### config.mk
export PLATFORM = sky130hd
export DESIGN_NAME = ql_dsp_mac_seq
export DESIGN_NICKNAME = d
export VERILOG_FILES = /design/src/rtl/ql_dsp_mac_seq.sv
export SDC_FILE = /design/constraint.sdc
export NUM_CORES = 1
export LEC_CHECK = 0
export BUFFER_PORTS_ARGS = -buffer_cell sky130_fd_sc_hd__clkbuf_2
export CAP_MARGIN = 5
export CORE_MARGIN = 2
export CORE_UTILIZATION = 42
export CTS_BUF_LIST = sky130_fd_sc_hd__clkbuf_8 sky130_fd_sc_hd__clkbuf_16
export CTS_CLUSTER_DIAMETER = 80
export DETAILED_ROUTE_END_ITERATION = 16
export HOLD_SLACK_MARGIN = 0.03
export PLACE_DENSITY = 0.88
export SKIP_LAST_GASP = 1
export SLEW_MARGIN = 20
export SYNTH_ARGS = -nofsm -noshare
export SYNTH_HDL_FRONTEND = slang
export SYNTH_SLANG_ARGS = --single-unit
### constraint.sdc
create_clock -name clk -period 1.9 [get_ports clk]
set_input_delay 0.38 -clock clk [delete_from_list [all_inputs] [get_ports clk]]
set_output_delay 0.38 -clock clk [all_outputs]
set_load 0.03 [all_outputs]
### src/rtl/ql_dsp_mac_seq.sv
// ql_dsp_mac_seq: valid/ready MAC sequencer feeding a QL_DSPV2 macro and capturing one result per frame.
// Optional feature macro QL_MAC_SEQ_SAT_EN: round half-up and saturate the captured result.
module ql_dsp_mac_seq #(
    parameter int A_WIDTH   = 20,
    parameter int B_WIDTH   = 18,
    parameter int Z_WIDTH   = 38,
    parameter int OUT_WIDTH = 16,
    parameter int SHIFT     = 0,
    parameter int TAPS_W    = 8,
    parameter int DSP_LAT   = 1
) (
    input  logic                 clk,
    input  logic                 reset,
    input  logic [TAPS_W-1:0]    num_taps,
    input  logic                 in_valid,
    output logic                 in_ready,
    input  logic [A_WIDTH-1:0]   in_a,
    input  logic [B_WIDTH-1:0]   in_b,
    output logic [A_WIDTH-1:0]   dsp_a,
    output logic [B_WIDTH-1:0]   dsp_b,
    output logic                 dsp_load_acc,
    output logic [2:0]           dsp_feedback,
    input  logic [Z_WIDTH-1:0]   dsp_z,
    output logic                 out_valid,
    input  logic                 out_ready,
    output logic [OUT_WIDTH-1:0] out_z,
    output logic                 out_sat,
    output logic                 busy
);

    typedef enum logic [1:0] {IDLE, ACCUM, DRAIN, HOLD} state_t;

    localparam int LAT_W = $clog2(DSP_LAT + 1) + 1;

    state_t               state, state_next;
    logic [TAPS_W-1:0]    tap_cnt, tap_total, taps_eff;
    logic [LAT_W-1:0]     lat_cnt;
    logic                 in_fire, out_fire, first_tap, last_tap, drain_done;
    logic [OUT_WIDTH-1:0] z_next;
    logic                 sat_next;

    assign in_fire    = in_valid && in_ready;
    assign out_fire   = out_valid && out_ready;
    assign first_tap  = (state == IDLE);
    assign taps_eff   = (num_taps == '0) ? TAPS_W'(1) : num_taps;
    assign last_tap   = first_tap ? (taps_eff == TAPS_W'(1))
                                  : (tap_cnt == tap_total - TAPS_W'(1));
    assign drain_done = (lat_cnt == LAT_W'(DSP_LAT));

    // NOTE: sequential state uses non-blocking assignments so every register samples pre-edge values.
    always_ff @(posedge clk) begin
        if (reset) state <= IDLE;
        else       state <= state_next;
    end

    // NOTE: default assignment first so no path through the case infers a latch.
    always_comb begin
        state_next = state;
        case (state)
            IDLE:    if (in_fire) state_next = last_tap ? DRAIN : ACCUM;
            ACCUM:   if (in_fire && last_tap) state_next = DRAIN;
            DRAIN:   if (drain_done) state_next = HOLD;
            HOLD:    if (out_fire) state_next = IDLE;
            default: state_next = IDLE;
        endcase
    end

    always_comb begin
        in_ready  = (state == IDLE) || (state == ACCUM);
        out_valid = (state == HOLD);
        busy      = (state != IDLE);
    end

    // Tap count is latched on the first tap so num_taps may change mid-frame.
    always_ff @(posedge clk) begin
        if (reset) begin
            tap_cnt   <= '0;
            tap_total <= '0;
            lat_cnt   <= '0;
        end else begin
            if (in_fire) begin
                if (first_tap) tap_total <= taps_eff;
                tap_cnt <= first_tap ? TAPS_W'(1) : tap_cnt + TAPS_W'(1);
            end
            lat_cnt <= (state == DRAIN) ? lat_cnt + LAT_W'(1) : '0;
        end
    end

    always_ff @(posedge clk) begin
        if (reset) begin
            dsp_a        <= '0;
            dsp_b        <= '0;
            dsp_load_acc <= 1'b0;
            dsp_feedback <= 3'b000;
        end else begin
            dsp_load_acc <= in_fire;
            dsp_feedback <= (in_fire && first_tap) ? 3'b001 : 3'b000;
            if (in_fire) begin
                dsp_a <= in_a;
                dsp_b <= in_b;
            end
        end
    end

`ifdef QL_MAC_SEQ_SAT_EN
    localparam int RND_SH = (SHIFT > 0) ? SHIFT - 1 : 0;
    localparam logic signed [Z_WIDTH:0] RND =
        (SHIFT > 0) ? ((Z_WIDTH + 1)'(1) << RND_SH) : '0;
    localparam logic signed [Z_WIDTH:0] SAT_MAX =
        {{(Z_WIDTH - OUT_WIDTH + 2){1'b0}}, {(OUT_WIDTH - 1){1'b1}}};
    localparam logic signed [Z_WIDTH:0] SAT_MIN =
        {{(Z_WIDTH - OUT_WIDTH + 2){1'b1}}, {(OUT_WIDTH - 1){1'b0}}};

    logic signed [Z_WIDTH:0] z_round, z_shift;

    // One extra bit keeps the rounding add from overflowing before the clamp.
    always_comb begin
        z_round  = $signed({dsp_z[Z_WIDTH-1], dsp_z}) + RND;
        z_shift  = z_round >>> SHIFT;
        z_next   = z_shift[OUT_WIDTH-1:0];
        sat_next = 1'b0;
        if (z_shift > SAT_MAX) begin
            z_next   = {1'b0, {(OUT_WIDTH - 1){1'b1}}};
            sat_next = 1'b1;
        end else if (z_shift < SAT_MIN) begin
            z_next   = {1'b1, {(OUT_WIDTH - 1){1'b0}}};
            sat_next = 1'b1;
        end
    end
`else
    logic unused_z;

    assign z_next   = dsp_z[SHIFT+OUT_WIDTH-1:SHIFT];
    assign sat_next = 1'b0;
    assign unused_z = ^dsp_z;
`endif

    always_ff @(posedge clk) begin
        if (reset) begin
            out_z   <= '0;
            out_sat <= 1'b0;
        end else if (state == DRAIN && drain_done) begin
            out_z   <= z_next;
            out_sat <= sat_next;
        end
    end

endmodule

==> summary.md <==
| Metric | Value |
|---|---|
| Peak supply drop | `0.523 mV` |
| Share of cells above drive strength 1 | `0.347` |
| Synth Warn # | `0` |
| I/O pins | `150` |
| P_leak | `1.88 nW` |
| Final WL | `7870 µm` |
| Ratio of final minimum period to clock period | `0.966` |
| I/O Buffers | `124` |
| Worst reg2reg setup slack | `0.07 ns` |
| Max Cap Viol | `0` |
| Crit path cell chain | `inv_1, ha_2, or2_2, clkbuf_8` |
| Hold bufs inserted after CTS | `0` |
| DRC viols | `0` |
| GR Overflow Total | `0` |
| Ant diodes | `0` |
| Avg Synthesized Cell Area | `7.97 µm²` |
| Reg clk slew, reported paths | `0.08 ns` |
| Multiplexer share of the synthesized area | `0` |
| Setup Viol. Count Final | `0` |
| DR vias | `3,064` |
| Largest family of logic cells by synthesized area | `simple AND/OR/NAND/NOR gates` |
| Maximum number of pins on one net before global-route repair | `68` |
| Fin Clk Skew | `0.00911 ns` |
| CORE AREA | `7250 µm²` |
| Placed inst area | `3900 µm²` |
| Crit Path Max Fanout | `4` |
| CP peak stage delay | `0.36 ns` |
| Crit start category | `register` |
| Area occupied by registers | `1530 µm²` |
| Hpwl dp | `5470 µm` |
| Fmax | `0.545 GHz` |
| Area growth syn-to-layout | `34.1%` |
| Initial Util | `0.432` |
| Synth Area in Compound Gates | `0.150` |
| Placer Congestion | `0.784` |
| Status | `finished, final reports clean` |
| Period minus WS final | `1.83 ns` |
| Flops & latches, synth | `76` |
| Power consumption | `5.51 mW` |
| CTS tree | `built` |
| WS Path Type | `register to output port` |
| Synthesized area | `3130 µm²` |
| Die W | `90.4 µm` |
| Area of the multi-input gates | `1510 µm²` |
| Die height | `90.4 µm` |
| Die area | `8160 µm²` |
| CTS root buf | `clkbuf_8` |
| Clock latency on the worst-skew pair | `0.35 ns` |
| Final-layout fill cell count | `664` |
| Leading area contributor after synthesis | `dfxtp_1` |
| Hold WC Path Type | `primary input to register` |
| Final ANT Viol Nets | `0` |
| Routed len/inst | `12.6 µm` |
| CTS Sinks | `76` |
| Final #Nets | `614` |
| Slowest CP cell | `dfxtp_2` |
| Detailed Routing Iterations Pass 1 | `4` |
| Floorplan row count | `31` |
| Yosys top cell area share | `0.486` |
| H-tree Lvls | `3` |
| PwrDens | `1310 nW/µm²` |
| Post-Synth Simple-Gate Area | `0.244` |
| Crit. End Element | `output port` |
| Design Area, Final | `4200 µm²` |
| Post-Synth XOR/XNOR Area | `0.0419` |
| Synth area leaders | `dfxtp_1, nand2_1, a21oi_1, ha_1, xor2_1` |
| Initial antenna violation count | `0` |
| Critical Path RT | `1.52 ns` |
| RSZ-0062 raised after global routing | `yes` |
| Fin worst setup slack | `0.0652 ns` |
| Distinct cells, synth | `39` |
| CTS max path bufs | `2` |
| Cell count after synthesis | `393` |
| Vias in the first global route | `2,930` |
| Starting DRC count in detailed routing | `198` |
| Max Slew Vio Count | `0` |
| Adder-cell share of the synthesized area | `0.0280` |
| CTS Buf Count | `9` |
| Gr usage total | `0.193` |
| Global-route wire length before repair | `12,900 µm` |
| Final hold violation count | `0` |
| Worst-Margin Slew | `0.517 ns` |
| Crit path arrival time | `1.45 ns` |
| Vias/cell | `4.92` |
| Register area share after synthesis | `0.486` |
| Headroom to the max-slew limit | `0.654` |
| DP Worst Slack | `-0.0875 ns` |
-- metrics by stage --
stage                     TNS (ns)  utilization  hold slack [ns]  cells
after floorplan            -0.0858            -            0.397    395
after global placement     -0.0225        0.538            0.404    605
after detailed placement    -0.163        0.538            0.414    605
after CTS                        0        0.572            0.230    621
after global routing       -0.0552        0.579            0.237    623
final                            0        0.579            0.243    623
-- report_power, final --
group	internal, mW	switching [mW]
Sequential	1.83	0.162
Combinational	0.810	1.32
Clock	0.777	0.612
Total	3.41	2.09
-- sequential cells by signal, indices dropped and copies added, names as in the netlist --
| name | flops |
|---|---|
| dsp_a | 20 |
| state | 2 |
| lat_cnt | 2 |
| dsp_feedback | 1 |
| tap_cnt | 8 |
| dsp_load_acc | 1 |
| dsp_b | 18 |
| out_z | 16 |
| tap_total | 8 |
-- placed cells by master, fill, tap and decap left out, drive strengths merged, types with 2 or more instances in the layout --
cell and n:
clkbuf 134, nand2 131, dfxtp 76, a21oi 64
nor2 18, buf 18, inv 11, xor2 9
nor3 7, ha 7, xnor2 6, a211oi 4
and2 3, nand2b 3, and3 3, nand3 3
conb 3, nor4 2, o221a 2, a41oi 2
nand4 2, bufinv 2, o21ai 2
-- worst max-delay path, delay by kind of cell, from the launching register on --
family / cells / cell delay, ns
adders and majority gates: 1 / 0.18
buffers and inverters: 2 / 0.24
and+or+nand+nor: 1 / 0.33
DFF: 1 / 0.36
-- synthesized netlist by cell type --
cell type and count:
clkbuf_2 1, nand3_1 3, a211oi_1 3, and2_1 3, xnor2_1 6, o2111ai_1 1, ha_1 7, buf_1 3
inv_1 8, a221oi_1 1, nand2_2 1, and4b_1 1, nor3_1 6, or2_2 1, o21ai_0 2, and3_1 3
a211oi_2 1, a41oi_1 2, nand2_1 130, dfxtp_1 76, and4_1 1, nand4_1 2, clkbuf_1 20, a21oi_1 64
nor3_2 1, or4_4 1, a21boi_2 1, buf_4 3, conb_1 1, o21ba_2 1, o221a_2 2, nor2_1 18
buf_2 2, o311a_2 1, o22ai_1 1, nand2b_1 3, xor2_1 9, o21bai_1 1, nor4_4 2
-- area by class of cell --
class	count	area share
flip-flops and latches	76	0.365
multi-input cells	282	0.360
repair buffers	142	0.185
clock buffers	10	0.0328
well taps	99	0.0295
clock inverters	6	0.0206
inverters	8	0.00715
-- kinds of logic after synthesis --
kind of cell / after synthesis
fa+ha+maj: 7
buf+inv: 37
simple gates: 176
compound gates: 81
flops: 76
other cells: 1
xor+xnor: 15
-- repair_timing --
| item | CTS | global route |
|---|---|---|
| setup buffers | 0 | 2 |
| endpoints found under the setup margin | 4 | 11 |
| pin swaps | 1 | 5 |
| resized for setup | 6 | 9 |
-- worst paths after layout --
kind	from	to	cells past startpoint
worst max-delay path	state[1]$_SDFFE_PP0P_	in_ready	4
worst min-delay path	in_a[1]	dsp_a[1]$_SDFFE_PP0P_	3
worst max register to register	tap_total[1]$_SDFFE_PP0P_	state[1]$_SDFFE_PP0P_	8
worst min register to register	lat_cnt[0]$_SDFF_PP0_	lat_cnt[0]$_SDFF_PP0_	1
-- layer usage --
metal	share of wire	wire length (µm)	global-route usage	vias up
li1	-	-	-	1531
met1	0.42	3270	0.217	1406
met2	0.50	3940	0.344	117
met3	0.072	565	0.0509	10
met4	0.013	100	0.0833	0
met5	0	0	0	-
(Power assumes the default switching activity.)
